### config.mk
export PLATFORM = sky130hd
export DESIGN_NAME = writeback_stage
export DESIGN_NICKNAME = d
export VERILOG_FILES = /design/src/rtl/wb_pkg.sv /design/src/rtl/load_align.sv /design/src/rtl/writeback_stage.sv
export SDC_FILE = /design/constraint.sdc
export NUM_CORES = 1
export LEC_CHECK = 0
export CAP_MARGIN = 5
export CORE_MARGIN = 2
export CORE_UTILIZATION = 32
export CTS_BUF_LIST = sky130_fd_sc_hd__clkbuf_16
export DETAILED_ROUTE_END_ITERATION = 16
export PLACE_DENSITY = 0.57
export SETUP_SLACK_MARGIN = 0.5
export SYNTH_ARGS = -nofsm -noshare
export SYNTH_HDL_FRONTEND = slang
export SYNTH_SLANG_ARGS = --single-unit
export TNS_END_PERCENT = 100
### constraint.sdc
create_clock -name clock -period 4.6 [get_ports clock]
set_input_delay 0.92 -clock clock [delete_from_list [all_inputs] [get_ports clock]]
set_output_delay 0.92 -clock clock [all_outputs]
set_load 0.05 [all_outputs]
### src/rtl/wb_pkg.sv
// wb_pkg: writeback select and load-size encodings plus the alignment check
package wb_pkg;
   localparam logic [1:0] WB_SEL_ALU  = 2'd0;
   localparam logic [1:0] WB_SEL_MEM  = 2'd1;
   localparam logic [1:0] WB_SEL_LINK = 2'd2;
   localparam logic [1:0] MEM_BYTE  = 2'd0;
   localparam logic [1:0] MEM_HALF  = 2'd1;
   localparam logic [1:0] MEM_WORD  = 2'd2;
   localparam logic [1:0] MEM_DWORD = 2'd3;
   // a dword on a 32-bit build is checked as a word
   function automatic logic misaligned(input logic [1:0] size, input logic [2:0] lo, input logic wide);
      return size == MEM_HALF ? lo[0] :
             (size == MEM_WORD || (size == MEM_DWORD && !wide)) ? |lo[1:0] :
             size == MEM_DWORD ? |lo : 1'b0;
   endfunction
endpackage

### src/rtl/load_align.sv
// load_align: picks the addressed lanes of a memory word and sign/zero-extends them
module load_align
   import wb_pkg::*;
#(
   parameter int DATA_WIDTH = 32,
   parameter int BIG_ENDIAN = 1,
   parameter int ADDR_LO_W  = $clog2(DATA_WIDTH/8)
) (
   input  logic [DATA_WIDTH-1:0] data,
   input  logic [ADDR_LO_W-1:0]  addr_lo,
   input  logic [1:0]            size,
   input  logic                  sgn,
   output logic [DATA_WIDTH-1:0] result
);
   typedef logic [DATA_WIDTH-1:0] word_t;
   logic       dword;
   logic [7:0] nbytes;
   logic [7:0] sh;
   word_t      shifted;
   // big-endian: the unit's LSB sits at DW - 8*(offset + bytes)
   always_comb begin
      dword   = DATA_WIDTH == 64 && size == MEM_DWORD;
      nbytes  = size == MEM_BYTE ? 8'd1 : size == MEM_HALF ? 8'd2 : dword ? 8'd8 : 8'd4;
      sh      = BIG_ENDIAN != 0 ? 8'(DATA_WIDTH) - ((8'(addr_lo) + nbytes) << 3) : 8'(addr_lo) << 3;
      shifted = data >> sh;
      result  = size == MEM_BYTE ? (sgn ? word_t'($signed(shifted[7:0])) : word_t'(shifted[7:0])) :
                size == MEM_HALF ? (sgn ? word_t'($signed(shifted[15:0])) : word_t'(shifted[15:0])) :
                dword ? shifted :
                (sgn ? word_t'($signed(shifted[31:0])) : word_t'(shifted[31:0]));
   end
endmodule

### src/rtl/writeback_stage.sv
// writeback_stage: registered MIPS writeback select driving the regfile write port
module writeback_stage
   import wb_pkg::*;
#(
   parameter int DATA_WIDTH  = 32,
   parameter int ADDR_LO_W   = $clog2(DATA_WIDTH/8),
   parameter int REG_ADDR_W  = 5,
   parameter int LINK_OFFSET = 8,
   parameter int BIG_ENDIAN  = 1,
   parameter int CNT_WIDTH   = 32
) (
   input  logic                  clock,
   input  logic                  reset,
   input  logic                  valid_in,
   input  logic                  stall,
   input  logic                  flush,
   input  logic [1:0]            wb_sel,
   input  logic [1:0]            mem_size,
   input  logic                  mem_signed,
   input  logic [ADDR_LO_W-1:0]  addr_lo,
   input  logic [DATA_WIDTH-1:0] data_in_mem,
   input  logic [DATA_WIDTH-1:0] data_in_alu,
   input  logic [DATA_WIDTH-1:0] pc_in,
   input  logic [REG_ADDR_W-1:0] rd_in,
   input  logic                  reg_write_in,
   output logic [DATA_WIDTH-1:0] data_out,
   output logic [REG_ADDR_W-1:0] rd_out,
   output logic                  reg_we,
   output logic                  valid_out,
   output logic                  misalign_err,
   output logic [CNT_WIDTH-1:0]  retire_count
);
   typedef logic [DATA_WIDTH-1:0] word_t;
   word_t aligned;
   word_t sel_data;
   logic  mis;
   load_align #(.DATA_WIDTH(DATA_WIDTH), .BIG_ENDIAN(BIG_ENDIAN), .ADDR_LO_W(ADDR_LO_W)) u_align (
      .data    (data_in_mem),
      .addr_lo (addr_lo),
      .size    (mem_size),
      .sgn     (mem_signed),
      .result  (aligned)
   );
   // a misaligned load still retires but writes nothing; raw data is exposed for debug
   always_comb begin
      mis      = valid_in && wb_sel == WB_SEL_MEM && misaligned(mem_size, 3'(addr_lo), DATA_WIDTH == 64);
      sel_data = wb_sel == WB_SEL_MEM ? (mis ? data_in_mem : aligned) :
                 wb_sel == WB_SEL_LINK ? pc_in + word_t'(LINK_OFFSET) : data_in_alu;
   end
   always_ff @(posedge clock) begin
      if (reset) begin
         data_out     <= '0;
         rd_out       <= '0;
         reg_we       <= 1'b0;
         valid_out    <= 1'b0;
         misalign_err <= 1'b0;
         retire_count <= '0;
      end else if (flush || stall) begin
         reg_we       <= 1'b0;
         valid_out    <= 1'b0;
         misalign_err <= 1'b0;
      end else begin
         data_out     <= sel_data;
         rd_out       <= rd_in;
         reg_we       <= valid_in && reg_write_in && rd_in != '0 && !mis;
         valid_out    <= valid_in;
         misalign_err <= mis;
         if (valid_in) retire_count <= retire_count + 1'b1;
      end
   end
endmodule
==> flow_metrics.tcl <==
set metrics [dict create \
    switchingPower_w 0.000699 \
    layout-drive-gt1-share_pct 7.69 \
    grt_max_degree 37 \
    drc 0 \
    drtIter0Drc 388 \
    clock_skew_ps 8.41 \
    cts_sinks 72 \
    grt_use_total_pct 24.8 \
    row_count 46 \
    tightest_slew_ps 811 \
    synth_top_area_share_pct 27.8 \
    criticalPathCategory "input pin to flop" \
    ir_worst_vdd_mv 0.205 \
    nets 973 \
    power_frac_comb_pct 31.6 \
    utilization_pct 47.8 \
    switching_share_pct 35.3 \
    numPortBuffers 185 \
    seq_power_share_pct 33.5 \
    p_int_w 0.00128 \
    finalSetupViolations 0 \
    clock_power_share_pct 34.9 \
    antenna_found_initial 0 \
    cts_hold_buf 0 \
    gp_congestion 0.913 \
    async_flop_share_pct 0 \
    start_util_pct 32.7 \
    crit_path_cell_trace "clkdlybuf4s50_1, nor2_2, ha_1, fa_1, inv_1, ha_2, mux2i_2, mux2i_1, nand4_1, o31ai_2, buf_4, a2111oi_1, a211oi_1" \
    clock_tree.root_cell "clkbuf_16" \
    ys_types 65 \
    ys_seq_elements 72 \
    p_total_w 0.00198 \
    syn_area_per_cell_um2 7.63 \
    crit_slowest_cell "clkdlybuf4s50_1" \
    overflow 0 \
    finalHoldViolations 0 \
    syn_area_mm2 0.00519 \
    synthesis.nets 800 \
    crit_required_ps 4820 \
    via_per_inst 5.53 \
    dp_hpwl_mm 17.1 \
    max_stage_delay_ps 550 \
    core_area_mm2 0.0159 \
    h-tree-depth 3 \
    synth_top_area_cell "dfxtp_1" \
    area_growth_pct 46.4 \
    rsz0062_at_grt "false" \
    cap_violations 0 \
    final_common_cell "clkdlybuf4s50_1" \
    wirelength_mm 21.8 \
    maxSlewViolCount 0 \
    layout_common_cells "clkdlybuf4s50_1, nor2_1, nand2_1" \
    synth_ff_type "dfxtp_1" \
    status "complete, no violations" \
    ys_warn_count 0 \
    grt_first_pass_wirelength_mm 33.7 \
    vias 5935 \
    holdWs_ps 454 \
    fmax_ghz 0.254 \
    crit_path_max_fanout 5 \
    cts.clk_slew.worst_paths_ps 70 \
    synth-edff-count 0 \
    postCtsSetupRepairBufs 0 \
    tns_ps 0 \
    dieWidth_um 131 \
    drtAntennaViolNets 0 \
    layout_min_cycle_time_ps 3930 \
    tritoncts "yes" \
    fin_crit_sh_pct 85.4 \
    diodes 0 \
    crit_path_end_kind "flop" \
    grt_pass1_vias 5823 \
    power_density_mw_per_mm2 260 \
    dieArea_mm2 0.0173 \
    power_leakage_nw 2.71 \
    clk_latency_ps 350 \
    ys_seq_area_share_pct 27.8 \
    post_drt_wl_per_cell_um 20.3 \
    die_h_um 131 \
    start_kind "input pin" \
    ys_top_cells_by_area "dfxtp_1, nor2_1, nand2_1" \
    critPathArrivalTime_ps 4150 \
    io_pins 186 \
    min_path_type "flop to flop" \
    cts_buffers 9 \
    maxSlewHeadroom_pct 45.9 \
    cts_buffer_depth 2 \
    firstDrtPassIters 5 \
    syn_inst 680 \
]
logic make-up (layout without fill, tap and decap cells):
kind of cell / count (synthesis) / after routing / share of synthesized area (%)
AOI/OAI and AO/OA: 190 / 190 / 24.6
xor gates and xnor gates: 51 / 51 / 8.61
adders and majority gates: 6 / 6 / 1.59
buffers and inverters: 54 / 232 / 4.51
DFF: 72 / 72 / 27.8
muxes: 27 / 27 / 5.33
and+or+nand+nor: 280 / 280 / 27.6
area by class of cell:
cell class / instances / area [um2]
Inverter: 8 / 30.0
Clock buffer: 9 / 225
Timing Repair Buffer: 208 / 2020
Sequential cell: 72 / 1440
Tap cell: 216 / 270
Fill cell: 1611 / 8290
Multi-Input combinational cell: 554 / 3550
Clock inverter: 7 / 62.6
state kept, by name, indices dropped and copies added, names as in the netlist:
name	count
rd_out	5
valid_out	1
reg_we	1
misalign_err	1
data_out	32
retire_count	32
synthesized netlist by cell type, types with 2 or more instances:
| library cell | count |
|---|---|
| and2_1 | 6 |
| o221ai_1 | 3 |
| a21o_1 | 3 |
| and3_1 | 15 |
| xor2_1 | 31 |
| or4_1 | 2 |
| a211oi_1 | 28 |
| a2111oi_0 | 6 |
| a31oi_1 | 8 |
| nor2b_1 | 8 |
| dfxtp_1 | 72 |
| mux2_2 | 5 |
| a32o_1 | 2 |
| nand2_1 | 80 |
| clkbuf_1 | 26 |
| a21oi_1 | 41 |
| a311oi_1 | 11 |
| o21ai_0 | 35 |
| inv_1 | 7 |
| nand3b_1 | 2 |
| o2111ai_1 | 2 |
| a211o_1 | 6 |
| nor4_4 | 3 |
| xnor2_1 | 20 |
| a221oi_1 | 12 |
| nor3_1 | 11 |
| buf_1 | 4 |
| buf_4 | 2 |
| o22ai_1 | 6 |
| nor2_1 | 85 |
| o21a_1 | 3 |
| o211ai_1 | 5 |
| buf_2 | 12 |
| nand3_2 | 3 |
| o21bai_1 | 4 |
| nand4_1 | 13 |
| mux2i_1 | 22 |
| and4_1 | 8 |
| or3_1 | 9 |
| ha_1 | 5 |
| o31ai_1 | 7 |
| nand3_1 | 24 |
final timing paths:
check        depth (start not counted)                       endpoint                          from  slack (ps)
max                                 13      data_out[31]$_SDFFE_PP0N_                   mem_size[1]         670
min                                  2       data_out[0]$_SDFFE_PP0N_      data_out[0]$_SDFFE_PP0N_         450
max reg2reg                          6  retire_count[30]$_SDFFE_PP0P_  retire_count[0]$_SDFFE_PP0P_        2540
min reg2reg                          2       data_out[0]$_SDFFE_PP0N_      data_out[0]$_SDFFE_PP0N_         450
per-stage QoR:
stage | worst slack, ps | std cells | instance area [um2]
global placement | 242 | 1058 | 7280
global route | 537 | 1074 | 7600
floorplan | 930 | 680 | 5190
CTS | 541 | 1074 | 7580
finish | 670 | 1074 | 7600
detailed placement | 121 | 1058 | 7280
layer usage:
layer	up-vias	routed length (um)	share of wire (%)	GRT usage (%)
met1	2834	9670	44	32.5
met4	0	398	1.8	7.07
li1	2855	-	-	-
met5	-	0	0	0
met3	22	1320	6.1	4.32
met2	224	10400	48	41.9
critical path: cells and delay by family:
family | cells | cell delay [ps]
fa+ha+maj | 3 | 1120
simple gates | 2 | 280
mux | 2 | 450
compound gates | 3 | 610
buf+inv | 3 | 790
power by group through the flow:
| stage | registers [W] | clock network (W) | logic, W |
|---|---|---|---|
| finish | 0.000663 | 0.000690 | 0.000626 |
| global route | 0.000666 | 0.000722 | 0.000667 |
| CTS | 0.000664 | 0.000705 | 0.000616 |
| detailed placement | 0.000677 | 0 | 0.000613 |
| global placement | 0.000678 | 0 | 0.000613 |
| floorplan | 0.000752 | 0 | 0.000263 |
repair_timing:
action | 4_1_cts | 5_1_grt
pin swaps | 0 | 2
cloned | 0 | 0
resized for setup | 1 | 10
setup endpoints to repair | 1 | 22
(Power assumes the default switching activity.)
